**src/rtl/fetch_pkg.sv**
```systemverilog
`default_nettype none
// =============================================================================
// Module   : fetch_pkg
// Purpose  : Shared types and constants for the instruction fetch queue.
// Revision : 1.0
// =============================================================================
package fetch_pkg;

    typedef struct packed {
        logic [31:0] pc;
        logic [31:0] instr;
    } fetch_entry_t;

    localparam logic [5:0]  OPC_SPECIAL      = 6'h00;
    localparam logic [5:0]  FUNCT_SYSCALL    = 6'h0c;
    localparam logic [31:0] DEFAULT_RESET_PC = 32'h0000_3000;

    function automatic logic is_syscall(input logic [31:0] instr);
        return (instr[31:26] == OPC_SPECIAL) && (instr[5:0] == FUNCT_SYSCALL);
    endfunction

endpackage
`default_nettype wire

```
**src/rtl/fetch_fifo.sv**
```systemverilog
`default_nettype none
// =============================================================================
// Module   : fetch_fifo
// Purpose  : Synchronous in-order FIFO of fetch entries with flush and count.
// Revision : 1.0
// =============================================================================
module fetch_fifo
    import fetch_pkg::*;
#(
    parameter int DEPTH = 4
) (
    input  logic                     clk,
    input  logic                     reset,
    input  logic                     flush_i,
    input  logic                     push_i,
    input  fetch_entry_t             push_data_i,
    input  logic                     pop_i,
    output fetch_entry_t             head_o,
    output logic [$clog2(DEPTH):0]   count_o
);

    localparam int AW = $clog2(DEPTH);

    fetch_entry_t       mem_q [DEPTH];
    logic [AW-1:0]      wr_ptr_q;
    logic [AW-1:0]      rd_ptr_q;
    logic [AW:0]        count_q;
    logic               do_pop;
    logic               do_push;

    assign do_pop  = pop_i && (count_q != '0);
    assign do_push = push_i;

    always_ff @(posedge clk) begin
        if (reset || flush_i) begin
            wr_ptr_q <= '0;
            rd_ptr_q <= '0;
            count_q  <= '0;
        end else begin
            if (do_push) begin
                wr_ptr_q <= wr_ptr_q + 1'b1;
            end
            if (do_pop) begin
                rd_ptr_q <= rd_ptr_q + 1'b1;
            end
            if (do_push && !do_pop) begin
                count_q <= count_q + 1'b1;
            end else if (!do_push && do_pop) begin
                count_q <= count_q - 1'b1;
            end
        end
    end

    // Storage carries no reset; the head is masked to zero while empty.
    always_ff @(posedge clk) begin
        if (!reset && !flush_i && do_push) begin
            mem_q[wr_ptr_q] <= push_data_i;
        end
    end

    assign head_o  = (count_q != '0) ? mem_q[rd_ptr_q] : '0;
    assign count_o = count_q;

endmodule
`default_nettype wire

```
**src/rtl/instr_fetch_queue.sv**
```systemverilog
`default_nettype none
// =============================================================================
// Module   : instr_fetch_queue
// Purpose  : Sequential PC fetch with credit-limited requests, in-order return
//            queue and redirect flush. Optional FETCH_SYSCALL_HALT_EN halts
//            fetch after a syscall word is enqueued.
// Revision : 1.0
// =============================================================================
module instr_fetch_queue
    import fetch_pkg::*;
#(
    parameter int          DEPTH    = 4,
    parameter logic [31:0] RESET_PC = DEFAULT_RESET_PC
) (
    input  logic        clk,
    input  logic        reset,
    output logic        imem_req_valid,
    input  logic        imem_req_ready,
    output logic [31:0] imem_req_addr,
    input  logic        imem_resp_valid,
    input  logic [31:0] imem_resp_data,
    input  logic        redirect_valid,
    input  logic [31:0] redirect_pc,
    output logic        out_valid,
    input  logic        out_ready,
    output logic [31:0] out_instr,
    output logic [31:0] out_pc
`ifdef FETCH_SYSCALL_HALT_EN
    ,
    output logic        fetch_halted
`endif
);

    localparam int               CW      = $clog2(DEPTH);
    localparam logic [CW+1:0]    c_DEPTH = (CW+2)'(DEPTH);

    logic [31:0]  fetch_pc_q, fetch_pc_d;
    logic [31:0]  enq_pc_q, enq_pc_d;
    logic [CW:0]  inflight_q, inflight_d;
    logic [CW:0]  discard_q, discard_d;
    logic [CW:0]  count;
    logic [CW+1:0] credits_used;
    logic [31:0]  redirect_pc_aligned;
    logic         w_unused_pc_lsbs;
    logic         halted;
    logic         req_fire;
    logic         resp_fire;
    logic         enq;
    logic         pop;
    fetch_entry_t enq_entry;
    fetch_entry_t head;

    assign redirect_pc_aligned = {redirect_pc[31:2], 2'b00};
    assign w_unused_pc_lsbs    = ^redirect_pc[1:0];

    assign credits_used   = {1'b0, count} + {1'b0, inflight_q};
    assign imem_req_valid = !reset && !redirect_valid && !halted
                            && (credits_used < c_DEPTH) && (discard_q == '0);
    assign imem_req_addr  = fetch_pc_q;
    assign req_fire       = imem_req_valid && imem_req_ready;

    // A response with nothing outstanding is a protocol error and is ignored.
    assign resp_fire = imem_resp_valid && (inflight_q != '0);
    assign enq       = resp_fire && !redirect_valid && (discard_q == '0) && !halted;
    assign enq_entry = '{pc: enq_pc_q, instr: imem_resp_data};

    assign out_valid = (count != '0);
    assign pop       = out_valid && out_ready;
    assign out_instr = head.instr;
    assign out_pc    = head.pc;

`ifdef FETCH_SYSCALL_HALT_EN
    logic halted_q, halted_d;

    always_comb begin
        halted_d = halted_q;
        if (redirect_valid) begin
            halted_d = 1'b0;
        end else if (enq && is_syscall(imem_resp_data)) begin
            halted_d = 1'b1;
        end
    end

    always_ff @(posedge clk) begin
        if (reset) begin
            halted_q <= 1'b0;
        end else begin
            halted_q <= halted_d;
        end
    end

    assign halted       = halted_q;
    assign fetch_halted = halted_q;
`else
    assign halted = 1'b0;
`endif

    always_comb begin
        fetch_pc_d = fetch_pc_q;
        enq_pc_d   = enq_pc_q;
        inflight_d = inflight_q + {{CW{1'b0}}, req_fire} - {{CW{1'b0}}, resp_fire};
        discard_d  = discard_q;
        if (redirect_valid) begin
            fetch_pc_d = redirect_pc_aligned;
            enq_pc_d   = redirect_pc_aligned;
            // Earlier discards are a subset of inflight, so every outstanding
            // response not returning this cycle becomes a discard.
            discard_d  = inflight_q - {{CW{1'b0}}, resp_fire};
        end else begin
            if (req_fire) begin
                fetch_pc_d = fetch_pc_q + 32'd4;
            end
            if (enq) begin
                enq_pc_d = enq_pc_q + 32'd4;
            end
            if (resp_fire && (discard_q != '0)) begin
                discard_d = discard_q - 1'b1;
            end
        end
    end

    always_ff @(posedge clk) begin
        if (reset) begin
            fetch_pc_q <= RESET_PC;
            enq_pc_q   <= RESET_PC;
            inflight_q <= '0;
            discard_q  <= '0;
        end else begin
            fetch_pc_q <= fetch_pc_d;
            enq_pc_q   <= enq_pc_d;
            inflight_q <= inflight_d;
            discard_q  <= discard_d;
        end
    end

    fetch_fifo #(
        .DEPTH       (DEPTH)
    ) u_fifo (
        .clk         (clk),
        .reset       (reset),
        .flush_i     (redirect_valid),
        .push_i      (enq),
        .push_data_i (enq_entry),
        .pop_i       (pop),
        .head_o      (head),
        .count_o     (count)
    );

    always_ff @(posedge clk) begin
        if (!reset) begin
            assert (!(imem_resp_valid && (inflight_q == '0)));
        end
    end

endmodule
`default_nettype wire

```
**config.mk**
```make
export PLATFORM = sky130hd
export DESIGN_NAME = instr_fetch_queue
export DESIGN_NICKNAME = d
export VERILOG_FILES = /design/src/rtl/fetch_pkg.sv /design/src/rtl/fetch_fifo.sv /design/src/rtl/instr_fetch_queue.sv
export SDC_FILE = /design/constraint.sdc
export NUM_CORES = 1
export LEC_CHECK = 0
export CAP_MARGIN = 5
export CORE_ASPECT_RATIO = 1.5
export CORE_MARGIN = 2
export CORE_UTILIZATION = 50
export CTS_CLUSTER_DIAMETER = 60
export DETAILED_ROUTE_END_ITERATION = 8
export PLACE_DENSITY_LB_ADDON = 0.2
export SYNTH_ARGS = -nofsm -noshare
export SYNTH_HDL_FRONTEND = slang
export SYNTH_HIERARCHICAL = 1
export SYNTH_SLANG_ARGS = --single-unit
```
**constraint.sdc**
```tcl
create_clock -name clk -period 3 [get_ports clk]
set_input_delay 0.3 -clock clk [delete_from_list [all_inputs] [get_ports clk]]
set_output_delay 0.3 -clock clk [all_outputs]
set_load 0.02 [all_outputs]
```
==> results of run 1 <==
[final cells by class]
| cell class | count | share of cell area, % |
|---|---|---|
| tap | 342 | 2.490 |
| sequential | 331 | 53.50 |
| clock inverter | 15 | 0.7864 |
| multi-input combinational | 502 | 25.36 |
| timing repair buffer | 198 | 11.91 |
| inverter | 37 | 0.8082 |
| clock buffer | 41 | 5.141 |
[report_power, final]
group          internal [mW]  total (mW)  switching [mW]
Clock                   2.24        3.86            1.62
Sequential              5.06        5.20           0.141
Combinational          0.600        1.23           0.632
[path summary, 6_finish.rpt]
check / slack, ps / start / to / cells past startpoint
max: 210 / flip-flop / out_pc[30] / 4
min: 380 / redirect_pc[4] / imem_req_addr[4] / 3
max reg2reg: 310 / inflight_q[2] / inflight_q[2] / 10
min reg2reg: 510 / u_fifo/rd_ptr_q[1] / flip-flop / 2
[cells by family (layout without fill, tap and decap cells)]
group	after synthesis	count (layout)	synth area share, %
other	1	10	0.02697
adders and majority gates	17	17	1.638
xor gates and xnor gates	52	52	3.275
and+or+nand+nor	245	245	10.13
AOI/OAI and AO/OA	109	109	5.210
DFF	331	331	66.08
muxes	69	69	10.74
buffers and inverters	87	291	2.897
[stage by stage]
step	util [%]	cell area [µm²]	setup slack [ps]	hold slack, ps	std cells
6_report	62.91	17180	210.5	376.8	1466
5_1_grt	62.91	17180	71.77	387.5	1466
4_1_cts	62.90	17180	25.34	343.9	1466
3_5_place_dp	59.02	16120	292.0	496.9	1406
3_3_place_gp	59.02	16120	313.5	462.9	1406
2_1_floorplan	-	13940	178.9	398.9	920
[tightest hold or removal path: stages]
cell and delay (ps):
clkdlybuf4s50_1 430, nand2_1 80, a31oi_1 60
[state kept, by name, indices dropped and copies added (netlist names), named ones only]
name,flops
discard_q,3
enq_pc_q,30
imem_req_addr,30
inflight_q,3
u_fifo/count_o,3
u_fifo/mem_q,256
u_fifo/rd_ptr_q,2
u_fifo/wr_ptr_q,2
[synth_stat cells (4+ instances only)]
master    instances
nor4_1            9
or4_1             4
xor2_1           18
nand2_1          31
edfxtp_1        256
nor2_1           28
a21boi_0         34
clkbuf_1         29
o311ai_0          5
buf_6             7
ha_1             15
buf_2             9
o21ai_0           5
and3_1           13
nand3_1          16
inv_1            36
and4_1            7
mux4_2           64
a31oi_1           7
and2_1            8
nand4_1          23
xnor2_1          34
nor3_1           17
nor2b_1          70
a211oi_1          7
dfxtp_1          75
or3_1             6
a21oi_1          34
[metal layers]
layer  track usage, %  part of all wire, %
met5                0                    0
met4            5.190                  1.8
met3            2.325                  4.6
met2            35.14                   53
met1            24.69                   40
[repair_timing]
item                                    4_1_cts  5_1_grt
hold endpoints to repair                      0        0
buffers inserted                              4        0
endpoints found under the setup margin        4        1
gates resized for setup                       0        1
==> impl_metrics.py, run 1 <==
metrics = {
    "sta": {
        "worstMarginPinSlew_ps": 709.8,
        "skew_ps": 11.56,
        "setup_viol": 0,
        "finalHoldViolCount": 0,
        "maxSlewViolCount": 0,
        "rsz0062_at_grt": "false",
        "clock.fmax_mhz": 358.5,
        "post-route-min-period_ps": 2790,
        "finalCritPeriodShare_pct": 92.98,
        "slew_headroom_pct": 52.08,
        "tns_ps": 0,
    },
    "route": {
        "drc": 10,
        "drt_first_pass_iters": 7,
        "avgViaCountPerCell": 5.580,
        "routed_wl_um": 27960,
        "via_count": 8181,
        "avgRoutedWirePerCell_um": 19.07,
        "ant_nets": 0,
        "drtIter0Drc": 450,
    },
    "clock_tree": {
        "holdBufCountCts": 0,
        "path_clk_slew_ps": 60,
        "worst_skew_pair.late_latency_ps": 550,
        "numClockSinks": 331,
        "cts_buffers": 30,
        "cts_buffer_depth": 3,
        "clockRootBuffer": "clkbuf_16",
        "htree_num_levels": 1,
        "cts_tree": "done",
    },
    "floorplanning": {
        "coreArea_um2": 27310,
        "chipHeight_um": 208.3,
        "fp.dieW_um": 140.2,
        "ioPinCount": 168,
        "fp.dieArea_um2": 29190,
        "initial_core_util_pct": 50.91,
        "rows": 74,
    },
    "logic_synthesis": {
        "syn-instance-count": 911,
        "syn_area_um2": 13910,
        "ys_ff_latch": 331,
        "synth.avg_cell_area_um2": 15.26,
        "synth_enable_flop_cells": 256,
        "async_flop_share_pct": 0,
        "synth_top_area_cell": "edfxtp_1",
        "ys_seq_area_share_pct": 66.08,
        "synth_top_area_share_pct": 55.28,
        "synthDistinctLibCells": 54,
        "synth_ff_type": "edfxtp_1",
        "ys_warn_count": 6,
        "ys_top_cells_by_area": "edfxtp_1 55%, dfxtp_1 11%, mux4_2 10%",
    },
    "final_layout": {
        "area_growth_pct": 23.57,
        "multi_input_area_um2": 4358,
        "num-fill-cells": 2081,
        "layout.cells.most_common": "edfxtp_1",
        "drive_gt1_share_pct": 14.86,
        "mostFrequentLayoutCells": "256 x edfxtp_1, 162 x clkdlybuf4s50_1, 73 x dfxtp_1, 70 x nor2b_1, 64 x mux4_2",
        "diodes": 0,
        "layout.nets": 1187,
        "seq_area_um2": 9194,
    },
    "setup_path": {
        "critPathCaptureType": "primary output",
        "critPathTopFamily": "buffers and inverters",
        "worstPathMaxFanout": 23,
        "critPathSlowestCell": "mux4_2",
        "arrival_ps": 2490,
        "crit_buf_inv": 2,
        "cp_cell_sequence": "buf_12 > mux4_2 > nor2b_1 > clkdlybuf4s50_1",
        "crit_required_ps": 2700,
        "worstSetupPathType": "reg -> out",
        "startpoint_type": "flip-flop",
        "cpPeakStageDelay_ps": 580,
    },
    "placement": {
        "io_buffers": 163,
        "dp_hpwl_um": 17960,
        "gp_congestion": 0.9391,
    },
    "global_routing": {
        "grt_pass1_wl_um": 45270,
        "grt_max_degree": 54,
        "grt_overflow": 0,
        "antenna_found_initial": 0,
        "gr-usage-all-layers_pct": 19.40,
        "grt_pass1_vias": 8463,
    },
    "worst_hold_path": {
        "hp-class": "in -> reg",
    },
    "run_status": {
        "violations": "DRC",
        "status": "complete, but fails checks",
    },
    "pwr": {
        "power.total_mw": 10.30,
        "leakagePower_nw": 5.601,
        "p_per_area_nw_per_um2": 599.2,
        "peakVddDrop_uv": 364.0,
    },
    "job": {
        "maxCapViolCount": 0,
    },
}
Power figures use the tool's default switching activity.
==> run 2, diff against run 1 <==
Settings changed: CORE_UTILIZATION 50 to 52, CTS_BUF_LIST set to sky130_fd_sc_hd__clkbuf_2 sky130_fd_sc_hd__clkbuf_4 sky130_fd_sc_hd__clkbuf_8.
==> run 2 against run 1 <==
  * The run now ends clean
  * Global-route usage up 1.1 points
  * Sequential share of layout area up 0.44 points
  * Sequential power about the same
  * Utilization up 1.7 points
  * Non-clock buffer count up 3
  * Die area down 3.8%
  * Setup slack worse by 18 ps
  * Clock-buffer cell count up 25
  * Hold slack worse by 6.4 ps
  * Clock skew up 6.9 ps
  * Critical endpoint is now out_pc[12]
  * Largest cell class unchanged
  * Largest power group unchanged
==> impl_metrics.py, run 2 (same netlist as run 1, synthesis figures left out) <==
metrics = {
    "final_layout": {
        "regMostFlops": "u_fifo/mem_q",
        "num-fill-cells": 2019,
        "layout.cells.most_common": "edfxtp_1",
        "layout.nets": 1207,
        "utilization_pct": 64.57,
        "drive_gt1_share_pct": 16.43,
        "fin_area_um2": 17040,
        "largest_reg_flops": 256,
        "area_growth_pct": 22.57,
        "diodes": 0,
        "mostFrequentLayoutCells": "256 x edfxtp_1, 162 x clkdlybuf4s50_1, 73 x dfxtp_1, 70 x nor2b_1, 64 x mux4_2",
    },
    "floorplanning": {
        "chipHeight_um": 204.3,
        "coreArea_um2": 26400,
        "initial_core_util_pct": 52.68,
        "fp.dieW_um": 137.5,
        "ioPinCount": 168,
        "fp.dieArea_um2": 28090,
        "rows": 73,
    },
    "pwr": {
        "p_per_area_nw_per_um2": 573.9,
        "peakVddDrop_uv": 350.6,
        "power.total_mw": 9.781,
        "leakagePower_nw": 5.577,
    },
    "sta": {
        "worstMarginPinSlew_ps": 640.3,
        "clock.fmax_mhz": 356.2,
        "maxSlewViolCount": 0,
        "finalHoldViolCount": 0,
        "fin_hold_ws_ps": 370.4,
        "finalCritPeriodShare_pct": 93.57,
        "tns_ps": 0,
        "slew_headroom_pct": 56.77,
        "setup_viol": 0,
        "post-route-min-period_ps": 2807,
        "rsz0062_at_grt": "false",
        "skew_ps": 18.43,
    },
    "route": {
        "avgRoutedWirePerCell_um": 18.80,
        "via_count": 8218,
        "avgViaCountPerCell": 5.527,
        "drtIter0Drc": 347,
        "ant_nets": 0,
        "drc": 0,
        "drt_first_pass_iters": 4,
        "routed_wl_um": 27950,
    },
    "placement": {
        "postPlaceCellArea_um2": 16130,
        "gp_congestion": 0.8719,
        "io_buffers": 163,
        "dp_hpwl_um": 18260,
    },
    "setup_path": {
        "worstSetupPathType": "reg -> out",
        "worstPathMaxFanout": 10,
        "critPathCaptureType": "primary output",
        "r2r_cells": 7,
        "startpoint_type": "flip-flop",
        "arrival_ps": 2510,
        "r2r_slack_ps": 230,
        "crit_required_ps": 2700,
        "r2r_end": "imem_req_addr[30]",
        "r2r_start": "inflight_q[2]",
    },
    "worst_hold_path": {
        "holdPathEnd": "imem_req_addr[13]",
        "min_path_cells": 3,
        "hp-class": "in -> reg",
        "hp-start": "redirect_pc[13]",
    },
    "global_routing": {
        "grt_pass1_vias": 8439,
        "grt_overflow": 0,
        "gr-usage-all-layers_pct": 20.47,
        "antenna_found_initial": 0,
        "grt_pass1_wl_um": 44220,
        "grt_max_degree": 52,
    },
    "clock_tree": {
        "holdBufCountCts": 0,
        "cts_buffer_depth": 3,
        "numClockSinks": 331,
        "clockRootBuffer": "clkbuf_8",
        "worst_skew_pair.late_latency_ps": 550,
        "cts_buffers": 47,
        "cts_tree": "done",
        "path_clk_slew_ps": 60,
        "htree_num_levels": 2,
    },
    "job": {
        "maxCapViolCount": 0,
    },
    "run_status": {
        "status": "completed",
    },
}
## run 2: cell count changes in the layout (fill, tap and decap cells not counted), moves of 4 or more
cell / previous run / this run
clkbuf_8: 0 / 50
clkbuf_4: 1 / 16
buf_4: 23 / 28
clkbuf_16: 34 / 0
clkinv_2: 8 / 3
clkinv_1: 1 / 9
clkbuf_1: 4 / 0
## run 2: metrics by stage
stage,cells,setup WS [ps]
after floorplan,920,178.9
after global placement,1405,312.1
after detailed placement,1405,272.1
after global routing,1487,48.79
after CTS,1487,42.53
final,1487,192.8
## run 2: power breakdown
part | internal [mW] | switching (mW) | leakage [nW]
Sequential | 5.06 | 0.143 | 2.94
Clock | 1.81 | 1.55 | 0.473
Combinational | 0.597 | 0.623 | 2.16
## run 2: worst max-delay path by stage
| stage | to | slack (ps) |
|---|---|---|
| finish | out_pc[12] | 190 |
| global route | out_pc[20] | 50 |
| CTS | imem_req_valid | 40 |
| detailed placement | imem_req_addr[30] | 270 |
| global placement | inflight_q[2] | 310 |
| floorplan | inflight_q[2] | 180 |
## run 2: layout make-up
type,count,area (µm²),area share [%]
Sequential cell,331,9194,53.94
Multi-Input combinational cell,502,4358,25.57
Timing Repair Buffer,201,2044,12.00
Clock buffer,66,808.3,4.742
Tap cell,337,421.7,2.474
Inverter,37,138.9,0.8149
Clock inverter,13,78.83,0.4625
## run 2: metal layers
layer / share of wire, % / GRT usage, % / wire (µm) / vias up
met5: 0 / 0 / 0 / -
met1: 41 / 25.37 / 11350 / 4052
met2: 51 / 35.27 / 14320 / 241
li1: - / - / - / 3871
met3: 4.9 / 3.621 / 1371 / 54
met4: 3.3 / 8.358 / 914 / 0
## run 2: critical path, stage by stage, from the launching register on
cell and delay [ps]:
dfxtp_4 480, buf_4 250, mux4_2 520, nor2b_1 150, clkdlybuf4s50_1 560
## run 2: repair_timing
action | 4_1_cts | 5_1_grt
buffers inserted | 3 | 0
gates resized for setup | 0 | 1
endpoints found under the setup margin | 2 | 1
pin swaps | 0 | 0
==> run 3, diff against run 2 <==
Settings changed: ABC_CLOCK_PERIOD_IN_PS set to 3000.
==> results of run 3 <==
The final DEF is identical to that of run 2; final timing and power are the same.
==> RTL change 1 (flow settings as in run 3) <==
`DEPTH` is set to 4 in 2 places; all go to 8.
--- a/src/rtl/fetch_fifo.sv
+++ b/src/rtl/fetch_fifo.sv
@@ -7,7 +7,7 @@
 module fetch_fifo
     import fetch_pkg::*;
 #(
-    parameter int DEPTH = 4
+    parameter int DEPTH = 8
 ) (
     input  logic                     clk,
     input  logic                     reset,
--- a/src/rtl/instr_fetch_queue.sv
+++ b/src/rtl/instr_fetch_queue.sv
@@ -9,7 +9,7 @@
 module instr_fetch_queue
     import fetch_pkg::*;
 #(
-    parameter int          DEPTH    = 4,
+    parameter int          DEPTH    = 8,
     parameter logic [31:0] RESET_PC = DEFAULT_RESET_PC
 ) (
     input  logic        clk,
Formal check against the unedited RTL: not equivalent (Yosys sat finds a counterexample within 10 cycles, from zero or initial values and one cycle with reset high).
==> RTL change 1 against run 3 <==
- total power rose by 75%
- setup slack worse by 0.075 ns
- sequential cell count grew 262
- global-route usage is 1.4 points higher
- sequential power rose by 78%
- synthesized area is 73% higher
- final area rose by 69%
- hold slack got worse by 0.31 ns
- wire length grew 84%
- highest routed layer unchanged
==> RTL change 1: results (changes against run 3) <==
stage	metric	value	unit	change
outcome	status	finished clean		
timing	max_slew_margin	51.3	%	-5.4 points
setup_path	r2r_cells	12		+5
global_route	grt.total_usage	21.8	%	+1.4 points
routing	firstDrtPassIters	4		unchanged
routing	wl_per_cell	22.4	um	+19%
setup_path	critPathMaxFanout	11		+1
place	place.gp.congestion	0.926		+6.2%
clock_network	clock_latency	0.66	ns	+0.11 ns
logic_synthesis	synth_edf_count	512		+100%
global_route	grt_pass1_vias	14000		+66%
logic_synthesis	synth-compound-area-share	3.36	%	-1.8 points
place	dp.cells	2152		+53%
clock_network	clk_pin_slew	0.07	ns	
timing	finalHoldViolations	0		unchanged
global_route	grt_max_degree	66		+27%
clock_network	numCtsBuffers	82		+74%
place	hpwl	30900	um	+69%
min_path	hp-class	input port to flop		
global_route	antenna_found_initial	1		+1
setup_path	rrSetupSlack	0.23	ns	about the same
logic_synthesis	async_reset_ff_share	0	%	unchanged
power_and_ir_drop	vdd_drop_max	0.598	mV	+71%
power_and_ir_drop	p_leak	9.35	nW	+68%
routing	first_iter_violations	939		+170%
routing	vias	13400		+63%
finish	nFillCells	3331		+65%
setup_path	reg2reg_to	u_fifo/count_o[3]$_SDFFE_PP0P_		
logic_synthesis	yosys_warnings	6		unchanged
die	die_w	180	um	+31%
finish	nets	1743		+44%
finish	drive_gt1_share	21.5	%	+5.0 points
setup_path	cp_data_arrival_time	2.58	ns	+0.07 ns
clock_network	max-clock-path-buffers	3		unchanged
place	placed_area	27000	um^2	+67%
timing	finalSetupViolCount	0		unchanged
clock_network	h-tree-depth	3		+1
setup_path	cp-start-kind	flop		
timing	finalClockSkew	0.0252	ns	+0.00679 ns
setup_path	cp-endpoint	out_pc[16]		
finish	largest_register_ffs	512		+100%
routing	via_per_inst	5.81		+5.1%
logic_synthesis	synthTopCellsByCount	edfxtp_1, mux4_2, nor2_1		
min_path	hold_path.startpoint	redirect_valid		
logic_synthesis	yosysSeqAreaShare	70.6	%	+4.5 points
logic_synthesis	synth_area_leaders	edfxtp_1, mux4_2, dfxtp_1, mux2i_1, nor2_1		
logic_synthesis	post_synth_num_cell_types	56		+3.7%
finish	top_register	u_fifo/mem_q		
min_path	hold_depth	3		unchanged
logic_synthesis	synth_fa_ha_area_share	1.15	%	-0.48 points
logic_synthesis	syn_inst	1399		+54%
logic_synthesis	synth-xor-area-share	1.42	%	-1.9 points
logic_synthesis	synthMuxAreaShare	14.9	%	+4.2 points
global_route	grt_pass1_wl	80000	um	+81%
min_path	holdPathEnd	imem_req_addr[31]$_SDFFE_PP0P_		
clock_network	clock-root-buffer	clkbuf_8		
place	io_buffers	163		unchanged
setup_path	r2r_start	inflight_q[2]$_SDFF_PP0_		
[RTL change 1: metrics by stage]
stage	hold WS, ns	TNS (ns)	total power (W)	worst slack (ns)	utilization [%]
6_report	0.0626	0	0.0171	0.117	62.9
4_1_cts	0.0198	-0.115	0.0173	-0.115	62.8
2_1_floorplan	0.399	-137.80	0.0104	-0.493	-
3_3_place_gp	0.489	0	0.0111	0.270	59.0
5_1_grt	0.0711	0	0.0177	0.00550	62.9
3_5_place_dp	0.519	0	0.0112	0.250	59.0
[RTL change 1: final cells by class]
type,count,area (um^2),area share [%]
inverter,30,115,0.400
timing repair buffer,229,2460,8.55
sequential,593,17000,59.1
tap,588,736,2.56
multi-input combinational,716,6810,23.7
antenna,1,2.50,0.00870
clock buffer,108,1330,4.62
clock inverter,42,309,1.07
[RTL change 1: layer usage]
layer	wire [um]	GRT usage, %	share of wire, %	vias up
li1	-	-	-	6060
met1	20600	27.1	40	6836
met2	27300	39.1	53	409
met3	2410	3.45	4.7	95
met4	1270	7.60	2.5	0
met5	0	0	0	-
[RTL change 1: worst max-delay path, stage by stage (launching register included)]
cell and delay, ns:
dfxtp_4 0.36, buf_12 0.14, bufbuf_16 0.30, mux4_2 0.50
mux2i_1 0.16, nor2_1 0.11, dlygate4sd2_1 0.36
[RTL change 1: power breakdown]
group | internal (W) | total, W | switching (W)
Clock | 0.00326 | 0.00619 | 0.00293
Combinational | 0.000702 | 0.00164 | 0.000935
Sequential | 0.00910 | 0.00929 | 0.000197
Total | 0.0131 | 0.0171 | 0.00406
[RTL change 1: what timing repair did]
item	CTS	global route
setup endpoints to repair	57	12
hold buffers	0	0
setup buffers	2	0
resized for setup	77	15
cloned	2	0
==> RTL change 2 (settings of run 3) <==
Made on the original files. Add a define of `FETCH_SYSCALL_HALT_EN`.
--- a/src/rtl/instr_fetch_queue.sv
+++ b/src/rtl/instr_fetch_queue.sv
@@ -6,6 +6,8 @@
 //            fetch after a syscall word is enqueued.
 // Revision : 1.0
 // =============================================================================
+`define FETCH_SYSCALL_HALT_EN
+
 module instr_fetch_queue
     import fetch_pkg::*;
 #(
Function (old outputs only; new: fetch_halted): changed (a bounded check fails within 4 cycles, from zero or initial values and one cycle with reset high).
==> RTL change 2 against run 3 <==
- clock power rose by 20%
- setup slack got worse by 0.087 ns
- die area grew 2.1%
- final area is 2.6% higher
- total power is 7.3% higher
- wire length rose by 8.9%
- synthesized area up 2.1%
- sequential cell count grew 1
- largest power group unchanged
==> RTL change 2: results (changes against run 3) <==
stage	metric	value	unit	change
logic_synthesis	synth-xor-area-share	2.47	%	-0.81 points
outcome	status	finished clean		
finish	multi_input_area_share	26.5	%	+0.97 points
finish	nets	1237		+2.5%
routing	wl	30400	um	+8.9%
logic_synthesis	synth-compound-area-share	5.06	%	-0.15 points
power_and_ir_drop	p_leak	5.76	nW	+3.3%
routing	dr_wl_met3	1230	um	-11%
place	dp.cells	1440		+2.5%
logic_synthesis	syn_inst	946		+3.8%
routing	wl_met1	12300	um	+8.6%
power_and_ir_drop	vdd_drop_max	0.427	mV	+22%
place	hpwl	19400	um	+6.4%
logic_synthesis	yosysSeqAreaShare	64.8	%	-1.2 points
global_route	grt_pass1_vias	9007		+6.7%
global_route	met3_usage	3.41	%	-0.22 points
logic_synthesis	synthTopCellsByCount	edfxtp_1, dfxtp_1, nor2b_1		
die	nWellTaps	342		+1.5%
routing	first_iter_violations	583		+68%
logic_synthesis	yosys_register_bits	332		+0.30%
routing	wl_met2	16100	um	+12%
place	placed_area	16400	um^2	+1.4%
global_route	grt_use_met1	25.7	%	+0.38 points
logic_synthesis	synth_fa_ha_area_share	1.60	%	-0.034 points
finish	clock_area_share	6.28	%	+1.1 points
setup_path	critPathMaxFanout	21		+11
clock_network	clock_latency	0.58	ns	+0.03 ns
## RTL change 2: cell types whose count changed after synthesis, moves of 5 or more
cell             run 3  this run
inv_1               36        22
nor2_1              28        40
nand2_1             31        48
a21boi_0            34        13
or3_1                6        11
a211oi_1             7        17
o211ai_1             3         8
and3_1              13        18
xnor2_1             34        19
a21oi_1             34        29
## RTL change 2: path summary, 6_finish.rpt
kind / slack, ns / depth (start not counted) / endpoint / start
max: 0.11 / 4 / out_pc[9] / flop
min: 0.08 / 2 / enq_pc_q[2]$_SDFFE_PP0P_ / reset
max reg2reg: 0.45 / 10 / inflight_q[2]$_SDFF_PP0_ / u_fifo/count_o[2]$_SDFFE_PP0P_
min reg2reg: 0.49 / 2 / flop / u_fifo/rd_ptr_q[1]$_SDFFE_PP0P_
## RTL change 2: report_power, final
group	switching [W]	internal, W	total [W]
logic	0.000676	0.000590	0.00127
clock network	0.00171	0.00230	0.00401
registers	0.000143	0.00508	0.00522
total	0.00253	0.00797	0.0105
